**src/rtl/ctrl_phase_sequencer.sv**
```systemverilog
// Phase sequencer for the piped vector multiplier: IDLE -> LOAD -> RUN -> DRAIN -> DONE.
// Optional CTRL_AUTO_RESTART_EN: a start seen in DONE goes straight back to LOAD.
module ctrl_phase_sequencer #(
  parameter int LOAD_CYCLES  = 8,
  parameter int RUN_CYCLES   = 8,
  parameter int DRAIN_CYCLES = 3,
  parameter int CNT_W        = 5
) (
  input  logic             clk,
  input  logic             rstn,
  input  logic             start,
  input  logic             hold,
  input  logic             abort,
  output logic [2:0]       state,
  output logic [CNT_W-1:0] step_count,
  output logic             load_en,
  output logic             run_en,
  output logic             busy,
  output logic             done,
  output logic             end_signal
);

  typedef enum logic [2:0] {
    S_IDLE  = 3'd0,
    S_LOAD  = 3'd1,
    S_RUN   = 3'd2,
    S_DRAIN = 3'd3,
    S_DONE  = 3'd4
  } state_t;

  // Last global step of each phase; the counter runs continuously across phases.
  localparam logic [CNT_W-1:0] LOAD_LAST  = CNT_W'(LOAD_CYCLES - 1);
  localparam logic [CNT_W-1:0] RUN_LAST   = CNT_W'(LOAD_CYCLES + RUN_CYCLES - 1);
  localparam logic [CNT_W-1:0] DRAIN_LAST = CNT_W'(LOAD_CYCLES + RUN_CYCLES + DRAIN_CYCLES - 1);

  state_t           st_q, st_n;
  logic [CNT_W-1:0] step_n;
  logic             end_n;

  always_ff @(posedge clk or negedge rstn) begin
    if (!rstn) begin
      st_q       <= S_IDLE;
      step_count <= '0;
      end_signal <= 1'b0;
      busy       <= 1'b0;
      done       <= 1'b0;
    end else begin
      st_q       <= st_n;
      step_count <= step_n;
      end_signal <= end_n;
      busy       <= (st_n != S_IDLE);
      done       <= (st_n == S_DONE);
    end
  end

  always_comb begin
    st_n   = st_q;
    step_n = step_count;
    end_n  = end_signal;
    if (abort) begin
      st_n   = S_IDLE;
      step_n = '0;
      end_n  = 1'b0;
    end else begin
      case (st_q)
        S_IDLE: if (start) begin
          st_n   = S_LOAD;
          step_n = '0;
          end_n  = 1'b0;
        end
        S_LOAD: if (!hold) begin
          step_n = step_count + 1'b1;
          if (step_count == LOAD_LAST) st_n = S_RUN;
        end
        S_RUN: if (!hold) begin
          step_n = step_count + 1'b1;
          if (step_count == RUN_LAST) st_n = S_DRAIN;
        end
        S_DRAIN: if (!hold) begin
          if (step_count == DRAIN_LAST) begin
            st_n   = S_DONE;
            step_n = '1;   // completion sentinel, held until the next start
            end_n  = 1'b1;
          end else begin
            step_n = step_count + 1'b1;
          end
        end
        S_DONE: begin
`ifdef CTRL_AUTO_RESTART_EN
          if (start) begin
            st_n   = S_LOAD;
            step_n = '0;
            end_n  = 1'b0;
          end else begin
            st_n = S_IDLE;
          end
`else
          st_n = S_IDLE;
`endif
        end
        default: st_n = S_IDLE;
      endcase
    end
  end

  assign state   = st_q;
  assign load_en = (st_q == S_LOAD) && !hold;
  assign run_en  = (st_q == S_RUN) && !hold;

endmodule

```
**config.mk**
```make
export PLATFORM = sky130hd
export DESIGN_NAME = ctrl_phase_sequencer
export DESIGN_NICKNAME = d
export VERILOG_FILES = /design/src/rtl/ctrl_phase_sequencer.sv
export SDC_FILE = /design/constraint.sdc
export NUM_CORES = 1
export LEC_CHECK = 0
export CORE_ASPECT_RATIO = 1.1
export CORE_MARGIN = 4
export CORE_UTILIZATION = 35
export CTS_CLUSTER_SIZE = 28
export DETAILED_ROUTE_END_ITERATION = 6
export PLACE_DENSITY = 0.66
export SYNTH_ARGS = -nofsm -noshare
export SYNTH_HDL_FRONTEND = slang
export SYNTH_SLANG_ARGS = --single-unit
```
**constraint.sdc**
```tcl
create_clock -name clk -period 4.87 [get_ports clk]
set_input_delay 0.7305 -clock clk [delete_from_list [all_inputs] [get_ports clk]]
set_output_delay 0.7305 -clock clk [all_outputs]
set_load 0.005 [all_outputs]
```
# After elaboration in Yosys (flattened, before gate mapping)
# Cells that the tools add are included.
classes:
  n_reduce_logical: 10
  eq_ne: 11
  n_mux: 20
  addsub: 1
ops:
  columns: ["op", "n"]
  rows:
  - ["5-bit 2-to-1 mux", 5]
  - ["3-bit 2-to-1 mux", 8]
  - ["5-bit case mux with 3 select lines", 1]
  - ["3-bit case mux with 4 select lines", 1]
  - ["3-bit inequality test (second input constant)", 3]
  - ["4-bit AND reduction", 2]
  - ["3-bit by 2-bit == test with 1-bit output (second input constant)", 2]
  - ["3-bit nonzero test", 2]
  - ["5-bit by 1-bit adder with 5-bit output (second input constant)", 1]
  - ["5-bit by 3-bit == test with 1-bit output (second input constant)", 1]
  - ["5-bit by 4-bit == test with 1-bit output (second input constant)", 1]
  - ["5-bit == test (second input constant)", 1]
  - ["1-bit 2-to-1 mux", 4]
  - ["4-bit nonzero test", 1]
  - ["3-bit by 1-bit == test with 1-bit output (second input constant)", 1]
  - ["3-bit == test (second input constant)", 1]
  - ["3-bit logical NOT", 1]
  - ["3-bit by 2-bit inequality test with 1-bit output (second input constant)", 1]
  - ["1-bit logical AND", 2]
  - ["1-bit case mux with 2 select lines", 1]
  - ["2-bit OR reduction", 1]
  - ["1-bit logical NOT", 1]
totals:
  register_bits: 11
  wordCells: 47

# Logic depth before layout (Yosys ltp)
depth:
  word_depth: 6
  ltp_mapped: 7
  mapped_depth_nobuf: 6

# Least setup slack after synthesis
# Ideal clock, no wire load.
synth_path:
  path_type: "in2out"
  from: "input port hold"
  to: "output port load_en"
  arrival_time_ns: 1.221
  required_time_ns: 4.140
  cell_stages: 2
  slack_ns: 2.919
  path_cell_list: "buf_4 > nor4b_1"
synth_between:
  elab_chain_len: 2
synth_lines:
  columns: ["item", "line_no", "rtl"]
  rows:
  - ["start: declaration", "12", "input logic hold,"]
  - ["1-bit logical NOT", "107", "assign load_en = (st_q == S_LOAD) && !hold;"]
  - ["1-bit logical AND", "107", null]
  - ["end: declaration", "16", "output logic load_en,"]
# Every way passes these cells.

# Worst setup path after layout
# Same ends and word-level chain as after synthesis.

==> run summary <==
Worst R2R End - state[0]$_DFF_PN0_
PostCTS Resize Cnt - 0
Worst slew pin tran - 523 ps
Reg2reg path depth - 6
Post-DR vias/cell - 5.35
Initial drt markers - 12
Post-synth cell types - 31
Post-synthesis register bit count - 11
Drt pass-1 iters - 4
Core Region - 1840 µm²
Utilization after layout - 48.8%
I/O Pins - 18
Setup crit end kind - primary output
Outcome - finished clean
Register area share after synthesis - 38.9%
RSZ-0062 raised after global routing - false
Fin crit period - 3000 ps
R2r setup slk - 3130 ps
Die Height - 55.2 µm
Final Hold Fails - 0
Setup Skew - 5.62 ps
GPL Wtd Cong - 0.769
Synthesized netlist cell count - 73
Leakage - 0.353 nW
Sum Neg Setup Slack - 0 ps
Final setup viols - 0
Maximum vdd ir drop - 86.1 µV
DP HPWL - 1.16 mm
Worst Hold Launch - end_signal$_DFFE_PN0P_
Clock transition at path regs - 70 ps
Post-Syn Nets - 81
First-pass GRT wire length - 2.68 mm
Vias in the first global route - 615
Hold EP - end_signal$_DFFE_PN0P_
CTS tree - done
HP Class - flop to flop
Die ar. - 2810 µm²
Largest net degree at the start of global routing - 15
Hold depth - 2
Setup bufs post-CTS - 0
Post-route ant nets - 0
Die X - 50.9 µm
Post-DP Area - 873 µm²
Total power divided by cell area - 211 nW/µm²
Average wire per standard cell - 13.3 µm
Synth Area per Inst - 9.70 µm²
Initial antenna violation count - 0
Crit-path max FO - 12
Ys Warns - 0
Period utilization - 61.6%
Ant. Diodes - 0
# port buffers - 17
RR Startpoint - step_count[0]$_DFFE_PN0P_
CTS root buffer - clkbuf_4
FILL cells - 186
Synthesized area - 708 µm²
DRC violations left - 0
FP Rows - 16
Nets - 98
Vias - 621
Final wirelength - 1.55 mm
Worst Path Required - 4140 ps
CTS Hold Bufs - 0
Starting Density - 38.5%
TritonCTS Sinks - 11
Startpoint Class - primary input
Crit Path Category - primary input to primary output
Max Slew Vio Count - 0
Clock latency on the worst-skew pair - 270 ps
GRT overflow - 0
H-tree depth - 1
All-Layer GR Usage - 13.0%
Area delta synth->final - 27.0%
Max-Cap Viols - 0
Normalized max-slew margin - 65.0%
Layout cells sized above 1 - 10.1%
Maximum buffer depth of the clock tree - 2
Post-Layout Inst Area - 900 µm²
CTS Buf Count - 3
Arr. time, crit path - 2270 ps
Fmax - 334 MHz
-- Yosys cell counts (all sizes together) --
library cell / count / area share, %
o21ai: 1 / 0.71
or3: 1 / 0.88
nand3: 5 / 3.5
o21a: 2 / 2.1
nand2b: 1 / 0.88
nand3b: 1 / 1.1
or2: 1 / 0.88
nor3: 3 / 2.1
nor3b: 1 / 1.1
a221oi: 1 / 1.2
mux2i: 1 / 1.4
a2111oi: 1 / 1.2
and3: 1 / 1.1
o311ai: 1 / 2.3
a21oi: 3 / 2.7
a41o: 1 / 1.4
dfrtp: 11 / 39
ha: 3 / 5.3
o21bai: 1 / 1.1
nand2: 9 / 4.8
nor4b: 2 / 2.5
inv: 2 / 1.1
a211oi: 1 / 1.8
nor2: 6 / 3.2
nor4: 3 / 2.7
nand4bb: 1 / 3.9
buf: 5 / 5.5
a22o: 4 / 4.9
-- stage by stage --
stage | setup WS [ps] | hold slack, ps | power [mW] | std cells
4_1_cts | 1850 | 581 | 0.192 | 116
5_1_grt | 1680 | 607 | 0.199 | 116
2_1_floorplan | 2920 | 435 | 0.115 | 73
3_5_place_dp | 1880 | 565 | 0.128 | 112
3_3_place_gp | 1890 | 552 | 0.128 | 112
6_report | 1870 | 572 | 0.190 | 116
-- placed cells by master, fill, tap and decap left out, drive strengths merged, types with 3 or more instances in the layout --
master,netlist,routed
clkdlybuf4s50,0,17
dfrtp,11,11
nand2,9,9
nor2,6,6
nand3,5,5
a22o,4,4
clkbuf,0,4
nor4,3,3
nor3,3,3
ha,3,3
a21oi,3,3
-- report_power, final --
group | leakage [nW] | total [mW] | internal (mW) | switching, mW
Combinational | 0.187 | 0.0287 | 0.0147 | 0.0140
Clock | 0.0150 | 0.0639 | 0.0317 | 0.0322
Sequential | 0.151 | 0.0976 | 0.0935 | 0.00415
-- how the worst max path moves through the flow --
stage,start,endpoint,slack (ps),cells past startpoint
after floorplan,hold,load_en,2920,2
after global placement,hold,load_en,1890,3
after detailed placement,hold,run_en,1880,3
after CTS,hold,load_en,1850,3
after global routing,hold,load_en,1680,3
final,hold,load_en,1870,3
-- worst max-delay path, cell delays in order --
cell             delay [ps]
clkdlybuf4s50_1         610
nor4b_1                 370
clkdlybuf4s50_1         550
-- sequential cells by signal, summed over array words and instances, names as in the netlist --
| signal | cells |
|---|---|
| step_count | 5 |
| end_signal | 1 |
| busy | 1 |
| state | 3 |
| done | 1 |
-- cell type report --
class | count | area (µm²) | share of cell area [%]
repair buffers | 17 | 170 | 18.9
multi-input cells | 55 | 387 | 43.0
flip-flops and latches | 11 | 275 | 30.6
inverters | 2 | 7.51 | 0.834
well taps | 27 | 33.8 | 3.76
clock buffers | 4 | 26.3 | 2.92
-- metal layers --
layer	GRT usage, %	vias up	share of wire [%]
met5	0	-	0
met4	8.97	0	2.0
met3	1.07	4	1.7
met2	22.4	15	48
met1	15.6	299	48
li1	-	303	-
-- kinds of logic after synthesis --
| logic type | count (synthesis) | share of synthesized area, % |
|---|---|---|
| and+or+nand+nor | 35 | 28.4 |
| AOI/OAI and AO/OA | 16 | 19.4 |
| DFF | 11 | 38.9 |
| buffers and inverters | 7 | 6.54 |
| adders and majority gates | 3 | 5.30 |
| muxes | 1 | 1.41 |
(Power assumes the default switching activity.)
